--- config.mk ---
export PLATFORM = sky130hd
export DESIGN_NAME = regfile_sb_flat
export DESIGN_NICKNAME = d
export VERILOG_FILES = /design/src/rtl/regfile_pkg.sv /design/src/rtl/regfile_sb_if.sv /design/src/rtl/rf_read_port.sv /design/src/rtl/regfile_sb.sv /design/src/flat_wrapper.sv
export SDC_FILE = /design/constraint.sdc
export NUM_CORES = 2
export LEC_CHECK = 0
export CAP_MARGIN = 20
export CORE_MARGIN = 3
export CORE_UTILIZATION = 50
export DETAILED_ROUTE_END_ITERATION = 6
export PLACE_DENSITY = 0.68
export SLEW_MARGIN = 20
export SYNTH_ARGS = -nofsm -noshare
export SYNTH_HDL_FRONTEND = slang
export SYNTH_SLANG_ARGS = --single-unit
--- constraint.sdc ---
create_clock -name clk -period 73.9 [get_ports clk]
set_input_delay 14.78 -clock clk [delete_from_list [all_inputs] [get_ports clk]]
set_output_delay 14.78 -clock clk [all_outputs]
set_load 0.02 [all_outputs]
--- src/rtl/regfile_pkg.sv ---
// Shared constants and the per-register pending-counter update rule
// for the scoreboarded register file.
package regfile_pkg;

  localparam int REG_ZERO   = 0;
  localparam int DEF_DATA_W = 32;
  localparam int DEF_ADDR_W = 5;
  localparam int DEF_NUM_RD = 2;
  localparam int DEF_CNT_W  = 2;

  // Flush wins; a same-cycle issue and writeback cancel; an orphan writeback never underflows.
  function automatic int unsigned pend_next(input int unsigned cur,
                                            input logic        inc,
                                            input logic        dec,
                                            input logic        flush);
    if (flush)
      return 0;
    if (inc && !dec)
      return cur + 1;
    if (dec && !inc && cur != 0)
      return cur - 1;
    return cur;
  endfunction

endpackage

--- src/rtl/regfile_sb_if.sv ---
// Bundle of the ID / EX / WB signals seen by the register file.
// The pipeline side is the master and the register file is the slave.
interface regfile_sb_if #(
  parameter int DATA_W = regfile_pkg::DEF_DATA_W,
  parameter int ADDR_W = regfile_pkg::DEF_ADDR_W,
  parameter int NUM_RD = regfile_pkg::DEF_NUM_RD
);
  logic [NUM_RD-1:0]        rd_en;
  logic [NUM_RD*ADDR_W-1:0] rd_addr;
  logic [NUM_RD*DATA_W-1:0] rd_data;
  logic                     issue_en;
  logic [ADDR_W-1:0]        issue_addr;
  logic                     ex_en;
  logic                     ex_ready;
  logic [ADDR_W-1:0]        ex_addr;
  logic [DATA_W-1:0]        ex_data;
  logic                     wb_en;
  logic [ADDR_W-1:0]        wb_addr;
  logic [DATA_W-1:0]        wb_data;
  logic                     flush;
  logic                     stall;
  logic                     sb_err;

  modport master (
    output rd_en, rd_addr, issue_en, issue_addr,
           ex_en, ex_ready, ex_addr, ex_data,
           wb_en, wb_addr, wb_data, flush,
    input  rd_data, stall, sb_err
  );

  modport slave (
    input  rd_en, rd_addr, issue_en, issue_addr,
           ex_en, ex_ready, ex_addr, ex_data,
           wb_en, wb_addr, wb_data, flush,
    output rd_data, stall, sb_err
  );
endinterface

--- src/rtl/rf_read_port.sv ---
// One read port: EX forward, MEM-writer stall, WB bypass, then array.
// Purely combinational; the top supplies the addressed counter and array word.
module rf_read_port #(
  parameter int DATA_W = regfile_pkg::DEF_DATA_W,
  parameter int ADDR_W = regfile_pkg::DEF_ADDR_W,
  parameter int CNT_W  = regfile_pkg::DEF_CNT_W
) (
  input  logic              i_en,
  input  logic [ADDR_W-1:0] i_addr,
  input  logic              i_ex_en,
  input  logic              i_ex_ready,
  input  logic [ADDR_W-1:0] i_ex_addr,
  input  logic [DATA_W-1:0] i_ex_data,
  input  logic              i_wb_en,
  input  logic [ADDR_W-1:0] i_wb_addr,
  input  logic [DATA_W-1:0] i_wb_data,
  input  logic [CNT_W-1:0]  i_pend,
  input  logic [DATA_W-1:0] i_arr_data,
  output logic [DATA_W-1:0] o_data,
  output logic              o_stall
);

  logic w_ex_hit;
  logic w_wb_hit;

  always_comb begin
    o_data   = '0;
    o_stall  = 1'b0;
    w_ex_hit = i_ex_en && (i_ex_addr == i_addr);
    w_wb_hit = i_wb_en && (i_wb_addr == i_addr);
    if (!i_en || i_addr == '0) begin
      o_data = '0;
    end else if (w_ex_hit) begin
      if (i_ex_ready)
        o_data = i_ex_data;
      else
        o_stall = 1'b1;
    end else if (i_pend > CNT_W'(w_wb_hit)) begin
      // An older writer than the one in WB is still parked in MEM.
      o_stall = 1'b1;
    end else if (w_wb_hit) begin
      o_data = i_wb_data;
    end else begin
      o_data = i_arr_data;
    end
  end

endmodule

--- src/rtl/regfile_sb.sv ---
// Register file with per-register in-flight writer counters, forwarding
// read ports, structural/hazard stall and a sticky orphan-writeback flag.
module regfile_sb
  import regfile_pkg::*;
#(
  parameter int DATA_W = DEF_DATA_W,
  parameter int ADDR_W = DEF_ADDR_W,
  parameter int NUM_RD = DEF_NUM_RD,
  parameter int CNT_W  = DEF_CNT_W
) (
  input logic         clk,
  input logic         rst,
  regfile_sb_if.slave bus
);

  localparam int NUM_REGS = 2 ** ADDR_W;
  localparam logic [CNT_W-1:0] CNT_MAX = {CNT_W{1'b1}};

  logic [DATA_W-1:0] r_mem  [NUM_REGS];
  logic [CNT_W-1:0]  r_pend [NUM_REGS];
  logic              r_sb_err;

  logic [DATA_W-1:0] w_port_data  [NUM_RD];
  logic              w_port_stall [NUM_RD];
  logic              w_hazard;
  logic              w_struct_stall;
  logic              w_stall;
  logic              w_iss;
  logic              w_wb_orphan;
  logic [NUM_RD*DATA_W-1:0] w_rd_data;

  for (genvar p = 0; p < NUM_RD; p++) begin : g_port
    logic [ADDR_W-1:0] w_addr;
    assign w_addr = bus.rd_addr[p*ADDR_W +: ADDR_W];

    rf_read_port #(.DATA_W(DATA_W), .ADDR_W(ADDR_W), .CNT_W(CNT_W)) u_port (
      .i_en       (bus.rd_en[p]),
      .i_addr     (w_addr),
      .i_ex_en    (bus.ex_en),
      .i_ex_ready (bus.ex_ready),
      .i_ex_addr  (bus.ex_addr),
      .i_ex_data  (bus.ex_data),
      .i_wb_en    (bus.wb_en),
      .i_wb_addr  (bus.wb_addr),
      .i_wb_data  (bus.wb_data),
      .i_pend     (r_pend[w_addr]),
      .i_arr_data (r_mem[w_addr]),
      .o_data     (w_port_data[p]),
      .o_stall    (w_port_stall[p])
    );
  end

  always_comb begin
    w_hazard  = 1'b0;
    w_rd_data = '0;
    for (int p = 0; p < NUM_RD; p++) begin
      w_hazard = w_hazard | w_port_stall[p];
      w_rd_data[p*DATA_W +: DATA_W] = w_port_data[p];
    end
  end

  // A full counter blocks another issue unless WB retires one of its writers this cycle.
  assign w_struct_stall = bus.issue_en && (bus.issue_addr != '0) &&
                          (r_pend[bus.issue_addr] == CNT_MAX) &&
                          !(bus.wb_en && (bus.wb_addr == bus.issue_addr));
  assign w_stall     = w_hazard | w_struct_stall;
  assign w_iss       = bus.issue_en && !w_stall && (bus.issue_addr != '0);
  assign w_wb_orphan = bus.wb_en && (bus.wb_addr != '0) &&
                       (r_pend[bus.wb_addr] == '0) && !bus.flush;

  assign bus.stall   = rst ? 1'b0 : w_stall;
  assign bus.rd_data = rst ? '0 : w_rd_data;
  assign bus.sb_err  = r_sb_err;

  always_ff @(posedge clk or posedge rst) begin
    if (rst) begin
      for (int r = 0; r < NUM_REGS; r++) begin
        r_mem[r]  <= '0;
        r_pend[r] <= '0;
      end
      r_sb_err <= 1'b0;
    end else begin
      for (int r = REG_ZERO + 1; r < NUM_REGS; r++) begin
        if (bus.wb_en && (bus.wb_addr == ADDR_W'(r)))
          r_mem[r] <= bus.wb_data;
        r_pend[r] <= CNT_W'(pend_next(32'(r_pend[r]),
                                      w_iss && (bus.issue_addr == ADDR_W'(r)),
                                      bus.wb_en && (bus.wb_addr == ADDR_W'(r)),
                                      bus.flush));
      end
      if (w_wb_orphan)
        r_sb_err <= 1'b1;
    end
  end

endmodule

--- src/flat_wrapper.sv ---
// flat-port wrapper written by rule: the top's interface ports become plain ports
module regfile_sb_flat import regfile_pkg::*;
#(
  parameter int DATA_W = DEF_DATA_W,
  parameter int ADDR_W = DEF_ADDR_W,
  parameter int NUM_RD = DEF_NUM_RD,
  parameter int CNT_W  = DEF_CNT_W
)
  (clk, rst, bus_rd_en, bus_rd_addr, bus_issue_en, bus_issue_addr, bus_ex_en, bus_ex_ready, bus_ex_addr, bus_ex_data, bus_wb_en, bus_wb_addr, bus_wb_data, bus_flush, bus_rd_data, bus_stall, bus_sb_err);
  regfile_sb_if #(.DATA_W(DATA_W), .ADDR_W(ADDR_W), .NUM_RD(NUM_RD)) bus_i ();
  input logic clk;
  input logic rst;
  input wire logic [$bits(bus_i.rd_en)-1:0] bus_rd_en;
  input wire logic [$bits(bus_i.rd_addr)-1:0] bus_rd_addr;
  input wire logic [$bits(bus_i.issue_en)-1:0] bus_issue_en;
  input wire logic [$bits(bus_i.issue_addr)-1:0] bus_issue_addr;
  input wire logic [$bits(bus_i.ex_en)-1:0] bus_ex_en;
  input wire logic [$bits(bus_i.ex_ready)-1:0] bus_ex_ready;
  input wire logic [$bits(bus_i.ex_addr)-1:0] bus_ex_addr;
  input wire logic [$bits(bus_i.ex_data)-1:0] bus_ex_data;
  input wire logic [$bits(bus_i.wb_en)-1:0] bus_wb_en;
  input wire logic [$bits(bus_i.wb_addr)-1:0] bus_wb_addr;
  input wire logic [$bits(bus_i.wb_data)-1:0] bus_wb_data;
  input wire logic [$bits(bus_i.flush)-1:0] bus_flush;
  output wire logic [$bits(bus_i.rd_data)-1:0] bus_rd_data;
  output wire logic [$bits(bus_i.stall)-1:0] bus_stall;
  output wire logic [$bits(bus_i.sb_err)-1:0] bus_sb_err;
  assign bus_i.rd_en = bus_rd_en;
  assign bus_i.rd_addr = bus_rd_addr;
  assign bus_i.issue_en = bus_issue_en;
  assign bus_i.issue_addr = bus_issue_addr;
  assign bus_i.ex_en = bus_ex_en;
  assign bus_i.ex_ready = bus_ex_ready;
  assign bus_i.ex_addr = bus_ex_addr;
  assign bus_i.ex_data = bus_ex_data;
  assign bus_i.wb_en = bus_wb_en;
  assign bus_i.wb_addr = bus_wb_addr;
  assign bus_i.wb_data = bus_wb_data;
  assign bus_i.flush = bus_flush;
  assign bus_rd_data = bus_i.rd_data;
  assign bus_stall = bus_i.stall;
  assign bus_sb_err = bus_i.sb_err;
  regfile_sb #(.DATA_W(DATA_W), .ADDR_W(ADDR_W), .NUM_RD(NUM_RD), .CNT_W(CNT_W)) u_core (.clk(clk), .rst(rst), .bus(bus_i));
endmodule
==> out/metrics.csv <==
metric,value,unit
pwr-share-comb,21.7,%
clk_pin_slew,0.07,ns
path_buf_inv,4,
io_buffers,163,
relSlewSlack,20.9,%
synth_flop_cell,dfrtp_1,
min_period,34.45,ns
ys_seq_elements,1055,
clock_latency,0.73,ns
grt_pass1_vias,44700,
path_max_fanout,48,
seqPwrFrac,44.8,%
synth_edf_count,0,
cts_resized,0,
htree_levels,3,
avgSynthCellArea,12.1,um2
die_x,355,um
synth_mux_area_share,37.6,%
drive_above_1_share,33.8,%
status,"complete, no violations",
reg2reg_slack,69.31,ns
worstSetupPathType,input pin to primary output,
cts-buffers-inserted,110,
first_pass_iters,6,
clock_skew,0.0187,ns
crit_path_frequent_cell,buf_4,
synthTopCellsByArea,"dfrtp_1 43%, mux4_2 22%, mux2_2 14%, nand2_1 6.9%, clkbuf_1 2.3%",
clk_path_buf_depth,3,
hold_class,flop to flop,
synth_cells,5032,
synthTopCellsByCount,"1128 x nand2_1, 1055 x dfrtp_1, 734 x mux2_2, 590 x mux4_2, 381 x clkbuf_1",
cpLargestDelayFamily,buffers and inverters,
layout_setup_ws,39.45,ns
r2r-start,u_core.r_pend[20],
ys_seq_area_share,43.2,%
synth_top_family_by_area,multiplexers,
synth_xor_area_share,0.588,%
area_growth,11.0,%
via_per_inst,6.78,
cell_internal_pwr,1220,uW
hold_violations,0,
die_area,126000,um2
crit_arrival,19.67,ns
dp_cells,6441,
p_leak,0.0296,uW
post_cts_buffers,0,
cp-start-kind,input pin,
final_max_slew_viol_count,0,
fp.coreArea,121000,um2
rsz0062_at_grt,false,
start_util,50.6,%
num_vias,45000,
place_congestion,0.872,
synth-compound-area-share,4.77,%
switchingPower,486,uW
synth_most_common_cell,nand2_1,
antenna_found_initial,8,
drt-total-wl,202,mm
synth.distinct_cells,67,
cp_slowest_cell,buf_4,
setup.worst_path.end_class,primary output,
setup_tns,0,ns
required,59.12,ns
detail-route-antenna-nets,0,
cts_sinks,1055,
fin_crit_sh,46.6,%
dp_slack,39.42,ns
drcViolationCount,0,
async_flop_share,100,%
crit_cells,11,
synth_fa_ha_area_share,0.676,%
setup_viol,0,
peakVddDrop,0.0000202,V
route.detailed.wl_per_inst,30.4,um
rows,127,
grt_pass1_wl,299,mm
power.share.clock,33.5,%
cts-root-buf,clkbuf_16,
netSwitchingFraction,28.5,%
cts_tree,done,
timing.rr.end,u_core.r_pend[42],
final_util,56.2,%
ff2ff_path_depth,12,
critPathCapture,bus_rd_data[18],
yosysTopAreaCellShare,43.2,%
fp.dieH,355,um
syn_area,61100,um2
drv_cap,0,
yosys.area_share.simple,9.69,%
syn_nets,5163,
layout.cells.non_filler,6639,
nNetsFinal,5073,
yosysWarnings,34,
dp_hpwl,110,mm
path_cells,"buf_8, buf_4, buf_4, mux4_2, mux2i_1, a2111oi_0, a21oi_1, o21ai_0, a22oi_1, nor2_1, clkdlybuf4s50_1",
pin_count,164,
grt_overflow,0,
clock.fmax,29.0,MHz
track_usage,31.9,%
hold_buffers,0,
startpoint,bus_rd_addr[0],
pwr_density_cell,25.1,nW/um2
grt_max_degree,178,
worst_pin_slew,1.16,ns
yosys.area.top_type,dfrtp_1,
cpPeakStageDelay,0.89,ns
drtIter0Drc,5361,
-- power by group through the flow --
stage | clock network, uW | registers, uW | logic (uW)
after floorplan | 0 | 745 | 282
after global placement | 0 | 760 | 357
after detailed placement | 0 | 768 | 365
after CTS | 575 | 758 | 367
after global routing | 598 | 773 | 395
final | 569 | 763 | 369
-- kinds of logic after synthesis --
| logic type | Yosys count |
|---|---|
| flip-flops | 1055 |
| AO/OA/AOI/OAI | 418 |
| AND/OR/NAND/NOR | 1475 |
| buffers and inverters | 549 |
| multiplexers | 1461 |
| XOR/XNOR | 41 |
| adder cells (fa/ha/maj) | 33 |
-- per-layer routing --
layer  global-route usage (%)  share of wire (%)  up-vias
met2                     48.7                 45     2605
li1                         -                  -    18300
met4                     11.7                4.2        4
met5                        0              0.011        -
met3                     8.68                 11      550
met1                     44.0                 39    23600
-- final cells by class --
cell class	instances	area, um2
Antenna cell	3	7.51
Clock buffer	157	3230
Clock inverter	37	414
Fill cell	9823	52800
Inverter	69	272
Multi-Input combinational cell	3428	32800
Sequential cell	1055	26400
Tap cell	1612	2020
Timing Repair Buffer	278	2600
-- flip-flops by register name (all words and copies together), names as in the netlist --
name               count
u_core.r_mem         992
u_core.bus.sb_err      1
u_core.r_pend         62
-- cells in the final DEF, fill, tap and decap left out, types with 33 or more instances in the layout --
| cell | synthesis | final |
|---|---|---|
| nor2_1 | 199 | 190 |
| o21ai_0 | 124 | 123 |
| dfrtp_1 | 1055 | 1055 |
| clkdlybuf4s50_1 | 0 | 148 |
| mux4_2 | 590 | 590 |
| clkbuf_16 | 0 | 113 |
| a22o_1 | 35 | 35 |
| a221oi_1 | 35 | 35 |
| mux2_2 | 734 | 734 |
| buf_4 | 4 | 108 |
| a22oi_1 | 43 | 43 |
| inv_1 | 68 | 67 |
| nand2_1 | 1128 | 1101 |
| mux2i_1 | 122 | 122 |
| ha_1 | 33 | 33 |
| a21oi_1 | 49 | 49 |
-- per-stage QoR --
step / area (um2) / hold WS [ns] / power, uW
floorplan: 61100 / 0.457 / 1030
global placement: 64100 / 0.451 / 1120
detailed placement: 64100 / 0.454 / 1130
CTS: 67800 / 0.469 / 1700
global route: 67800 / 0.483 / 1770
finish: 67800 / 0.464 / 1700
-- worst min path at each step --
| stage | depth (start not counted) | end | slack (ns) | start |
|---|---|---|---|---|
| global route | 1 | u_core.bus.sb_err | 0.48 | u_core.bus.sb_err |
| global placement | 1 | u_core.bus.sb_err | 0.45 | u_core.bus.sb_err |
| floorplan | 2 | u_core.r_mem[573] | 0.46 | u_core.r_mem[573] |
| detailed placement | 1 | u_core.bus.sb_err | 0.45 | u_core.bus.sb_err |
| finish | 1 | u_core.bus.sb_err | 0.46 | u_core.bus.sb_err |
| CTS | 1 | u_core.bus.sb_err | 0.47 | u_core.bus.sb_err |
-- worst register-to-register path: cells and delay by family (launching register included) --
kind	cells	cell delay [ns]
mux	5	1.83
simple gates	4	1.34
buf+inv	1	0.50
flops	1	0.44
compound gates	1	0.19
fa+ha+maj	1	0.16
No activity file was read; power rests on OpenSTA's default activity.
